===== src/rtl/mips_define_pkg.sv =====
// Shared definitions for the MIPS pipeline front end.
//   PC_*          : pc_src codes carried by a resolving branch/jump
//   fetch_state_e : instruction-fetch FSM states
//   fetch_ent_t   : one buffered instruction (pc + word)
//   branch_target : pc4 + sign-extended word offset
package mips_define;

  localparam logic [2:0] PC_NEXT = 3'd0;
  localparam logic [2:0] PC_JUMP = 3'd1;
  localparam logic [2:0] PC_JR   = 3'd2;
  localparam logic [2:0] PC_BEQ  = 3'd3;
  localparam logic [2:0] PC_BNE  = 3'd4;

  typedef enum logic [1:0] {
    S_IDLE = 2'd0,  // no request outstanding
    S_WAIT = 2'd1,  // request outstanding, response wanted
    S_DROP = 2'd2   // request outstanding, response to be discarded
  } fetch_state_e;

  typedef struct packed {
    logic [31:0] pc;
    logic [31:0] inst;
  } fetch_ent_t;

  function automatic logic [31:0] branch_target(input logic [31:0] pc4,
                                                input logic [15:0] imm);
    return pc4 + {{14{imm[15]}}, imm, 2'b00};
  endfunction

endpackage


===== src/rtl/mips_next_pc.sv =====
// Redirect target calculation (combinational).
//   src      : pc_src code of the resolving instruction
//   pc4      : its PC+4
//   imm      : branch offset field
//   index    : jump index field
//   rs_data  : rs value (JR)
//   zero     : rs == rt
//   target   : next fetch PC
//   misalign : JR target had low address bits set
module mips_next_pc
  import mips_define::*;
(
  input  logic [2:0]  src,
  input  logic [31:0] pc4,
  input  logic [15:0] imm,
  input  logic [25:0] index,
  input  logic [31:0] rs_data,
  input  logic        zero,
  output logic [31:0] target,
  output logic        misalign
);

  always_comb begin
    target   = pc4;
    misalign = 1'b0;
    case (src)
      PC_JUMP: target = {pc4[31:28], index, 2'b00};
      PC_JR: begin
        // low bits are forced to zero so fetch stays word aligned
        target   = {rs_data[31:2], 2'b00};
        misalign = |rs_data[1:0];
      end
      PC_BEQ:  if (zero)  target = branch_target(pc4, imm);
      PC_BNE:  if (!zero) target = branch_target(pc4, imm);
      default: target = pc4;
    endcase
  end

endmodule


===== src/rtl/mips_fetch_unit.sv =====
// Instruction-fetch stage: owns fetch PC, runs the imem req/ready
// handshake and buffers up to two instructions (output reg + skid).
//   clk, rst              : clock, sync active-high reset
//   if_rst, if_en         : controller flush / ID consume
//   redir_*               : branch/jump redirect from the resolving stage
//   imem_req/addr         : memory request (addr held until ready)
//   imem_ready/rdata      : one-cycle response
//   inst, pc, if_valid    : instruction presented to ID
//   misalign              : one-cycle pulse for a misaligned JR target
module mips_fetch_unit
  import mips_define::*;
#(
  parameter logic [31:0] RESET_PC = 32'h0000_0000
) (
  input  logic        clk,
  input  logic        rst,
  input  logic        if_rst,
  input  logic        if_en,
  input  logic        redir_valid,
  input  logic [2:0]  redir_src,
  input  logic [31:0] redir_pc4,
  input  logic [15:0] redir_imm,
  input  logic [25:0] redir_index,
  input  logic [31:0] redir_rs_data,
  input  logic        redir_zero,
  output logic        imem_req,
  output logic [31:0] imem_addr,
  input  logic        imem_ready,
  input  logic [31:0] imem_rdata,
  output logic [31:0] inst,
  output logic [31:0] pc,
  output logic        if_valid,
  output logic        misalign
);

  fetch_state_e state;
  logic [31:0]  fetch_pc;
  fetch_ent_t   skid;
  logic         skid_valid;

  logic [31:0]  tgt;
  logic         tgt_mis;

  mips_next_pc u_next_pc (
    .src      (redir_src),
    .pc4      (redir_pc4),
    .imm      (redir_imm),
    .index    (redir_index),
    .rs_data  (redir_rs_data),
    .zero     (redir_zero),
    .target   (tgt),
    .misalign (tgt_mis)
  );

  // if_rst behaves as a redirect to RESET_PC so an in-flight response
  // is still drained through S_DROP.
  logic        flush;
  logic [31:0] flush_pc;
  logic        consume;
  logic        out_free;
  logic        take;

  assign flush    = if_rst | redir_valid;
  assign flush_pc = if_rst ? RESET_PC : tgt;
  assign consume  = if_en & if_valid;
  assign out_free = ~if_valid | if_en;
  assign take     = (state == S_WAIT) & imem_ready;

  always_ff @(posedge clk) begin
    if (rst) begin
      state      <= S_IDLE;
      fetch_pc   <= RESET_PC;
      imem_req   <= 1'b0;
      imem_addr  <= RESET_PC;
      inst       <= '0;
      pc         <= '0;
      if_valid   <= 1'b0;
      misalign   <= 1'b0;
      skid       <= '0;
      skid_valid <= 1'b0;
    end else if (flush) begin
      if_valid   <= 1'b0;
      skid_valid <= 1'b0;
      fetch_pc   <= flush_pc;
      misalign   <= ~if_rst & tgt_mis;
      if (state != S_IDLE && !imem_ready) begin
        // request still in flight: keep req/addr stable, drop its data
        state <= S_DROP;
      end else begin
        state     <= S_WAIT;
        imem_req  <= 1'b1;
        imem_addr <= flush_pc;
      end
    end else begin
      misalign <= 1'b0;
      // skid is only ever full while idle, so it never races a response
      if (consume) begin
        if (skid_valid) begin
          inst       <= skid.inst;
          pc         <= skid.pc;
          skid_valid <= 1'b0;
        end else if (!take) begin
          if_valid <= 1'b0;
        end
      end
      case (state)
        S_IDLE: if (!skid_valid) begin
          state     <= S_WAIT;
          imem_req  <= 1'b1;
          imem_addr <= fetch_pc;
        end
        S_WAIT: if (imem_ready) begin
          fetch_pc <= imem_addr + 32'd4;
          if (out_free) begin
            inst      <= imem_rdata;
            pc        <= imem_addr;
            if_valid  <= 1'b1;
            imem_addr <= imem_addr + 32'd4;
          end else begin
            skid.inst  <= imem_rdata;
            skid.pc    <= imem_addr;
            skid_valid <= 1'b1;
            state      <= S_IDLE;
            imem_req   <= 1'b0;
          end
        end
        S_DROP: if (imem_ready) begin
          state     <= S_WAIT;
          imem_addr <= fetch_pc;
        end
        default: state <= S_IDLE;
      endcase
    end
  end

endmodule


===== config.mk =====
export PLATFORM = sky130hd
export DESIGN_NAME = mips_fetch_unit
export DESIGN_NICKNAME = d
export VERILOG_FILES = /design/src/rtl/mips_define_pkg.sv /design/src/rtl/mips_next_pc.sv /design/src/rtl/mips_fetch_unit.sv
export SDC_FILE = /design/constraint.sdc
export NUM_CORES = 1
export LEC_CHECK = 0
export ABC_CLOCK_PERIOD_IN_PS = 2850
export CAP_MARGIN = 25
export CELL_PAD_IN_SITES_DETAIL_PLACEMENT = 1
export CELL_PAD_IN_SITES_GLOBAL_PLACEMENT = 1
export CORE_MARGIN = 5
export CORE_UTILIZATION = 33
export DETAILED_ROUTE_END_ITERATION = 8
export PLACE_DENSITY_LB_ADDON = 0.2
export SETUP_SLACK_MARGIN = 0.2
export SYNTH_ARGS = -nofsm -noshare
export SYNTH_HDL_FRONTEND = slang
export SYNTH_SLANG_ARGS = --single-unit

===== constraint.sdc =====
create_clock -name clk -period 2.85 [get_ports clk]
set_input_delay 0.57 -clock clk [delete_from_list [all_inputs] [get_ports clk]]
set_output_delay 0.57 -clock clk [all_outputs]
set_load 0.005 [all_outputs]

* Word-level counts from Yosys, hierarchy flattened
Cells that the tools add are included.
** Storage, ports and cells
- Flip-flop bits (word level) :: 198
- Word-level logic and storage cells :: 98
- Output and inout port bits :: 99
- Input port bits :: 148
** Cells by class
- Multiplexer cells :: 48
- Add/sub/neg operators :: 2
- Equality and inequality tests :: 12
- Bitwise gates (word level) :: 9
- Reduce and logical (&&, ||, !) cells :: 16
** Operators with widths (number)
- $mux W32 :: 22
- $pmux W32 S4 :: 1
- $pmux W32 S3 :: 1
- $add A32 B3 Y32 const B :: 1
- $add A32 B32 Y32 :: 1
- $mux W1 :: 16
- $ne A3 B3 Y1 const B :: 5
- $mux W2 :: 6
- $reduce_and A4 Y1 :: 2
- $eq A3 B2 Y1 const B :: 2
- $pmux W2 S3 :: 1
- $reduce_and A6 Y1 :: 1
- $reduce_bool A2 Y1 :: 3
- $reduce_or A2 Y1 :: 3
- $reduce_and A5 Y1 :: 1
- $not A1 Y1 :: 4
- $reduce_bool A4 Y1 :: 1
- $and A1 B1 Y1 :: 3
- $eq A3 B1 Y1 const B :: 1
- $eq A3 B3 Y1 const B :: 1
- $reduce_bool A3 Y1 :: 1
- $eq A2 B1 Y1 const B :: 1
- $eq A2 B2 Y1 const B :: 1
- $logic_not A2 Y1 :: 1
- other kinds (6) :: 7

* Logic depth before layout (Yosys ltp)
Gate-level depths: netlist (run 1).
- Depth in word-level cells :: 8
- Mapped depth :: 12
- Gate-level depth less buffers :: 12

* Modules after synthesis
Synthesis (run 1) repeated with hierarchy kept, for this count alone.
** Unflattened totals
- Cells, all modules :: 1677
- Area, all modules :: 12618.4 µm²
** By module, submodules not included
- mips_fetch_unit :: cells each 1266, sequential area each 3963.8 µm², area each 9811.9 µm², times used 1
- mips_next_pc :: cells each 411, sequential area each 0.0 µm², area each 2806.4 µm², times used 1

* Worst setup path before layout (run 1)
OpenSTA, ideal clock, no wires.
- Kind :: input port to flip-flop
- From :: input port redir_pc4[2]
- To :: register imem_addr[24]
- Slack :: 58 ps
- Required time :: 2780 ps
- Arrival time :: 2723 ps
- Library setup time :: 70 ps
- Path buffers :: 0
- Stages :: 12
- Cell sequence :: ha_1 -> inv_1 -> fa_1 -> nor2b_1 -> o21a_1 -> o21a_2 -> o31ai_2 -> a2111oi_1 -> nor3_1 -> o32ai_2 -> o211ai_1 -> a21oi_1
** On the way
- Longest elaborated chain between the ends :: 6
- Elaborated cells on any way between the ends :: 7
- Those cells by class :: add/sub (1); mux (6)
** Ends and longest elaborated chain
- from (decl) :: line mips_fetch_unit.sv:21 : input logic [31:0] redir_pc4,
- $add A32 B32 Y32 (*) :: line mips_define_pkg.sv:27 : return pc4 + {{14{imm[15]}}, imm, 2'b00};
- $mux W32, on equally long branches :: line mips_next_pc.sv:34, mips_next_pc.sv:33
- $pmux W32 S4 (*) :: line mips_next_pc.sv:26 : case (src)
- $mux W32 (*) :: line mips_fetch_unit.sv:64 : assign flush_pc = if_rst ? RESET_PC : tgt;
- $mux W32 (*) :: line mips_fetch_unit.sv:86 : if (state != S_IDLE && !imem_ready) begin
- $mux W32 (*) :: line mips_fetch_unit.sv:81 : end else if (flush) begin
- to (signal assigned) :: line mips_fetch_unit.sv:92 : imem_addr <= flush_pc;
- to (signal assigned) :: line mips_fetch_unit.sv:110 : imem_addr <= fetch_pc;
- to (signal assigned) :: line mips_fetch_unit.sv:118 : imem_addr <= imem_addr + 32'd4;
- to (decl) :: line mips_fetch_unit.sv:27 : output logic [31:0] imem_addr,
Every way passes the cells marked *; elsewhere a longest branch is shown, timed or not. The select of a mux whose other input is x is not followed.
A chain may end at the register's enable or synchronous reset.

* Worst setup path in the final report (run 1)
- From :: input port redir_imm[15]
- To :: register imem_addr[25]
** On the way
- Longest elaborated chain between the ends :: 6
- Elaborated cells on any way between the ends :: 7
- Those cells by class :: add/sub (1); mux (6)
** Ends and longest elaborated chain
- from (decl) :: line mips_fetch_unit.sv:22 : input logic [15:0] redir_imm,
- $add A32 B32 Y32 (*) :: line mips_define_pkg.sv:27
- $mux W32, on equally long branches :: line mips_next_pc.sv:34, mips_next_pc.sv:33
- $pmux W32 S4 (*) :: line mips_next_pc.sv:26
- $mux W32 (*) :: line mips_fetch_unit.sv:64
- $mux W32 (*) :: line mips_fetch_unit.sv:86
- $mux W32 (*) :: line mips_fetch_unit.sv:81
Marks and branches as above.

==> out/metrics.csv, run 1 <==
stage,metric,value,unit
status,status,"finished, final reports clean",
grt,global-route wire length before repair,75500,um
cts,clock root cell,clkbuf_16,
sta,final-report setup violation count,0,
pwr,NetSw,2330,uW
yosys,"FF+latch count, synth",198,
finish,area grow syn2layout,50.1,%
detailed_routing,drt total wl,48000,um
min_path,Hold Startpoint,skid[44],
yosys,Post-synth EDFFs,0,
finish,utilization after layout,50.0,%
placed_design,GP Congestion,0.928,
pwr,sequential power share,40.3,%
cts,hold_buf cts,0,
placed_design,port bufs,246,
finish,layout cells sized above 1,20.1,%
cts,CTS tree,done,
sta,Setup TNS,0,ps
critical_path,WP data arrival,2910,ps
pwr,clock power share,31.7,%
die,Die H,194,um
grt,Overflow after GRT,0,
detailed_routing,DRC,0,
yosys,"Primary FF master, synth",dfxtp_1,
detailed_routing,vias per inst,5.57,
sta,RSZ-0062 raised after global routing,yes,
critical_path,critical register-to-register path startpoint,imem_addr[12],
yosys,post-synth net total,1664,
critical_path,Crit Path Max Fanout,7,
critical_path,Startpoint Class,input port,
die,I/O pins,247,
yosys,Syn Inst Count,1485,
finish,multi-input logic area,0.00727,mm2
finish,antenna cells,0,
die,Initial Util,33.3,%
grt,largest net degree at the start of global routing,65,
grt,GRT Overall Usage,24.3,%
pwr,Power Dens Cells,440,mW/mm2
job,max-cap violation count,0,
finish,register area,0.00396,mm2
sta,"Min Clock Period, post-route",2600,ps
cts,Max Buffers Root-to-Sink,2,
die,core footprint,0.0334,mm2
detailed_routing,Detailed Route Iter0 Violations,652,
detailed_routing,DR WL/cell,20.7,um
yosys,Synth async-reset ratio,0,%
critical_path,crit end category,flop,
finish,nets,2039,
yosys,most area-consuming cells after synthesis,"dfxtp_1 (36%), a21oi_1 (10%), nand2_1 (7.2%)",
yosys,most numerous cell in the Yosys netlist,a21oi_1,
yosys,post-synthesis sequential area ratio,35.5,%
critical_path,R2R Setup Slk,540,ps
detailed_routing,drt first pass iters,5,
yosys,post-synth top area share,35.5,%
critical_path,CP Launch Point,redir_imm[15],
sta,count of pins over their slew limit,0,
sta,Setup Skew,9.66,ps
finish,fill count,3999,
yosys,Yosys cell types,77,
yosys,Syn Std Cell Area,0.0112,mm2
grt,vias in the first global route,13498,
die,Die Wd,194,um
sta,Tcrit/Tclk final,91.1,%
sta,Peak Freq,385,MHz
pwr,Int Pwr,5040,uW
pwr,VDD IR max,0.445,mV
yosys,Synth area leader,dfxtp_1,
yosys,Post-synth top cells,"a21oi_1 (228), nand2_1 (215), dfxtp_1 (198)",
detailed_routing,number of routed nets with antenna violations,0,
cts,# clock sinks,198,
cts,clock-pin slew on the worst setup and hold paths,70,ps
sta,final hold violation count,0,
cts,"Clk Latency, worst-skew pair",440,ps
critical_path,CP required,3170,ps
pwr,sw frac,31.7,%
cts,Num CTS Buffers,17,
placed_design,DP HPWL,34700,um
yosys,Mapped Avg Cell Area,7.51,um2
cts,H-tree levels,4,
grt,initial antenna violation count,1,
sta,hold slack,459,ps
critical_path,Crit Path Class,input port to flop,
die,FP Rows,67,
pwr,Lkg Pwr,0.00635,uW
sta,worst slew pin tran,744,ps
pwr,total power,7370,uW
pwr,Combinational Power Share,28.0,%
detailed_routing,detailed-route via count,12924,
die,DIE AREA,0.0376,mm2
min_path,min-delay worst type,flop to flop,
yosys,Yosys Warn Count,0,
sta,Rel. slew slack,50.4,%
[layout by cell type, fill, tap and decap left out, types with 13 or more instances in the layout]
cell             synthesis  routed
nor2_1                  94      88
a222oi_1                13      13
buf_4                    1     219
nand4_1                 13      13
xnor2_1                 25      24
clkbuf_16                0      17
dlygate4sd2_1            0      23
o21ai_0                149     138
inv_1                   22      19
nor2b_1                 15      13
ha_4                     0      18
xor2_1                  18      18
dfxtp_1                198     198
nand2_1                215     210
nand2b_1                14      14
a211oi_1                27      23
clkdlybuf4s50_1          0     204
nor3_1                  23      16
nand3_1                 23      22
a21oi_1                228     213
o22ai_1                 72      72
[flip-flops by register name, indices dropped and copies added, names as in the netlist]
| name | count |
|---|---|
| fetch_pc | 32 |
| imem_addr | 32 |
| pc | 32 |
| if_valid | 1 |
| imem_req | 1 |
| skid_valid | 1 |
| misalign | 1 |
| inst | 32 |
| state | 2 |
| skid | 64 |
[per-layer routing]
metal	GRT usage, %	part of all wire [%]
met2	42.5	50
met3	4.52	4.4
met5	0	0
met1	30.8	44
met4	6.54	2.2
[critical path, stage by stage]
cell and delay (ps):
clkdlybuf4s15_1 180, buf_6 180, ha_4 250, nand2_4 90, nor2_4 30, buf_4 120, a32o_2 300, or2_1 230
a211o_1 320, or2_1 230, a32oi_2 270, a31oi_1 120
[worst paths after layout]
kind / to / cells after the start
hold / removal: skid[44] / 2
hold reg to reg: skid[44] / 2
setup reg to reg: imem_addr[31] / 9
setup / recovery: imem_addr[25] / 12
[power groups by stage]
stage,Sequential (uW),Combinational [uW],Clock [uW]
after floorplan,3020,846,0
after global placement,3030,1850,0
after detailed placement,3030,1890,0
after CTS,2970,1990,2390
after global routing,2980,2230,2500
final,2970,2070,2330
[logic make-up after synthesis]
group / after synthesis / synth area share (%)
fa+ha+maj: 31 / 3.54
simple gates: 446 / 18.2
xor+xnor: 43 / 3.38
flops: 198 / 35.5
buf+inv: 144 / 5.06
compound gates: 616 / 33.6
mux: 7 / 0.628
[area by class of cell]
cell class                 count  area share [%]
clock inverter                14           0.718
sequential                   198            23.7
tap                          448            3.35
multi-input combinational   1143            43.4
timing repair buffer         478            25.8
inverter                      22           0.493
clock buffer                  18            2.56
[per-stage QoR]
step                      area (um2)  setup WS (ps)  cells
after CTS                      16500            182   2314
after floorplan                11200            203   1485
after global routing           16700            166   2321
after global placement         15500           -581   2272
final                          16700            254   2321
after detailed placement       15500           -662   2272
[repair_timing]
action,CTS,global route
buffers inserted,10,7
setup endpoints to repair,43,44
resized for setup,108,57
pin swaps,51,57
endpoints found under the hold margin,0,0
Note: power is estimated with default switching activity, not from simulation.
==> run 2: changes to the inputs <==
--- a/config.mk
+++ b/config.mk
@@ -12,4 +12,5 @@
 export CORE_MARGIN = 5
 export CORE_UTILIZATION = 33
+export CTS_CLUSTER_SIZE = 20
 export DETAILED_ROUTE_END_ITERATION = 8
 export PLACE_DENSITY_LB_ADDON = 0.2
==> constraint.sdc (replaced) <==
create_clock -name clk -period 2.85 [get_ports clk]
set_input_delay 0.855 -clock clk [delete_from_list [all_inputs] [get_ports clk]]
set_output_delay 0.855 -clock clk [all_outputs]
set_load 0.005 [all_outputs]
==> out/metrics.csv, run 2 (synthesis results as in run 1) <==
stage,metric,value,unit
placed_design,Placed Cells incl. Taps,2270,
detailed_routing,Detailed Route Iter0 Violations,823,
die,core footprint,0.0334,mm2
detailed_routing,drt total wl,50900,um
grt,met2 GRT Util,44.0,%
sta,setup ws final,58.3,ps
critical_path,R2R depth,9,
critical_path,critical register-to-register path startpoint,imem_addr[15],
sta,Peak Freq,358,MHz
sta,RSZ-0062 raised after global routing,yes,
sta,hold slack,458,ps
sta,Rel. slew slack,36.8,%
sta,final hold violation count,0,
cts,CTS tree,done,
grt,GRT Overall Usage,24.9,%
finish,area grow syn2layout,55.5,%
critical_path,WP data arrival,3100,ps
die,I/O pins,247,
placed_design,GP Congestion,0.894,
finish,fin area,0.0173,mm2
sta,"Min Clock Period, post-route",2790,ps
finish,layout cells sized above 1,24.8,%
critical_path,worst path bufs/invs,2,
sta,Setup TNS,0,ps
job,max-cap violation count,0,
min_path,Hold Startpoint,skid[51],
cts,Max Buffers Root-to-Sink,2,
grt,Overflow after GRT,0,
critical_path,Crit Path Max Fanout,4,
cts,hold_buf cts,0,
finish,largest register by flop count,skid,
die,Initial Util,33.3,%
cts,H-tree levels,4,
sta,final-report setup violation count,0,
die,DIE AREA,0.0376,mm2
critical_path,Crit Path Class,input port to flop,
grt,initial antenna violation count,1,
critical_path,"slowest stage delay, CP",330,ps
detailed_routing,detailed-route via count,13347,
min_path,worst hold path stage count,2,
cts,# clock sinks,198,
critical_path,CP Launch Point,redir_pc4[16],
die,Die H,194,um
die,FP Rows,67,
sta,Tcrit/Tclk final,98.0,%
cts,"Clk Latency, worst-skew pair",450,ps
critical_path,"slowest stage cell, crit path",a32o_2,
finish,max reg flops,64,
sta,count of pins over their slew limit,0,
detailed_routing,DRC,0,
grt,vias in the first global route,13905,
grt,largest net degree at the start of global routing,89,
critical_path,CP Cell Sequence,dlygate4sd2_1 > ha_4 > a21oi_4 > o21ai_2 > a32o_2 > buf_4 > o211a_4 > o211a_1 > or3_1 > nand3_2 > a21oi_1,
die,Die Wd,194,um
critical_path,Startpoint Class,input port,
finish,"commonest non-fill, non-tap cells in the layout","buf_4 (214), a21oi_1 (207), nand2_1 (203)",
detailed_routing,vias per inst,5.71,
pwr,Power Dens Cells,447,mW/mm2
pwr,Lkg Pwr,0.00655,uW
finish,fin cells,2338,
grt,met3 Use GR,4.36,%
critical_path,crit-path leading delay family,compound AO/OA/AOI/OAI gates,
finish,"most common cell after layout, fill and taps aside",buf_4,
sta,Setup Skew,13.0,ps
sta,worst slew pin tran,936,ps
placed_design,DP Worst Slack,-830,ps
critical_path,Crit path depth,11,
critical_path,CP required,3160,ps
cts,clock root cell,clkbuf_16,
placed_design,port bufs,246,
placed_design,placed cell areas,0.0157,mm2
min_path,min-delay worst type,flop to flop,
status,status,"finished, final reports clean",
grt,met1 usage,30.9,%
critical_path,crit end category,flop,
cts,Num CTS Buffers,17,
grt,global-route wire length before repair,77400,um
detailed_routing,DR WL/cell,21.8,um
placed_design,DP HPWL,34900,um
grt,GR peak layer,met2,
detailed_routing,drt first pass iters,7,
detailed_routing,number of routed nets with antenna violations,0,
finish,nets,2055,
cts,clock-pin slew on the worst setup and hold paths,80,ps
pwr,VDD IR max,0.434,mV
run 2: cell types whose count changed in the layout (fill, tap and decap cells not counted), moves of 6 or more:
| cell | delta |
|---|---|
| ha_1 | -6 |
| nand2_2 | +7 |
| nand2_1 | -7 |
| o21ai_0 | -8 |
| buf_12 | +8 |
| clkdlybuf4s15_1 | -6 |
| a21oi_1 | -6 |
| buf_2 | +8 |
| dlygate4sd2_1 | -18 |
| buf_6 | +20 |
run 2: metal layers:
layer  up-vias  part of all wire (%)
met5         -                     0
met4         0                   3.6
met3       107                   4.4
met2       381                    50
met1      6643                    42
li1       6216                     -
run 2: final timing paths:
| check | endpoint | slack [ps] |
|---|---|---|
| max | fetch_pc[29] | 60 |
| min | skid[51] | 460 |
| max reg2reg | imem_addr[29] | 590 |
| min reg2reg | skid[51] | 460 |
run 2: stage by stage:
step           util (%)  power (uW)
2_1_floorplan         -        3900
3_3_place_gp       46.9        4920
3_5_place_dp       47.0        4980
4_1_cts            50.3        7590
6_report           51.9        7750
5_1_grt            51.9        8080
run 2: layout make-up:
type                       instances  area (um2)
multi-input combinational       1143        7570
sequential                       198        3960
tap                              448         561
fill                            3943       16100
clock buffer                      18         429
antenna                            1        2.50
inverter                          22        82.6
clock inverter                    14         168
timing repair buffer             494        4570
run 2: what timing repair did:
item | in CTS | in global routing
pin swaps | 70 | 74
setup endpoints to repair | 59 | 117
gates resized for setup | 192 | 118
setup buffers | 17 | 18
run 2: worst reg2reg max path, cell delays in order, from the launching register on:
cell and delay, ps:
dfxtp_1 350, and4_4 270, nand4_4 160, nor4_4 300
and3_1 280, nand4_1 140, xor2_1 190, a211oi_1 100
nor3_1 270, a21oi_2 80
run 2: power breakdown:
| part | leakage (uW) | switching (uW) | total (uW) | internal [uW] |
|---|---|---|---|---|
| registers | 0.00161 | 99.9 | 2970 | 2870 |
| logic | 0.00465 | 1150 | 2270 | 1120 |
| clock network | 0.000289 | 1190 | 2510 | 1320 |
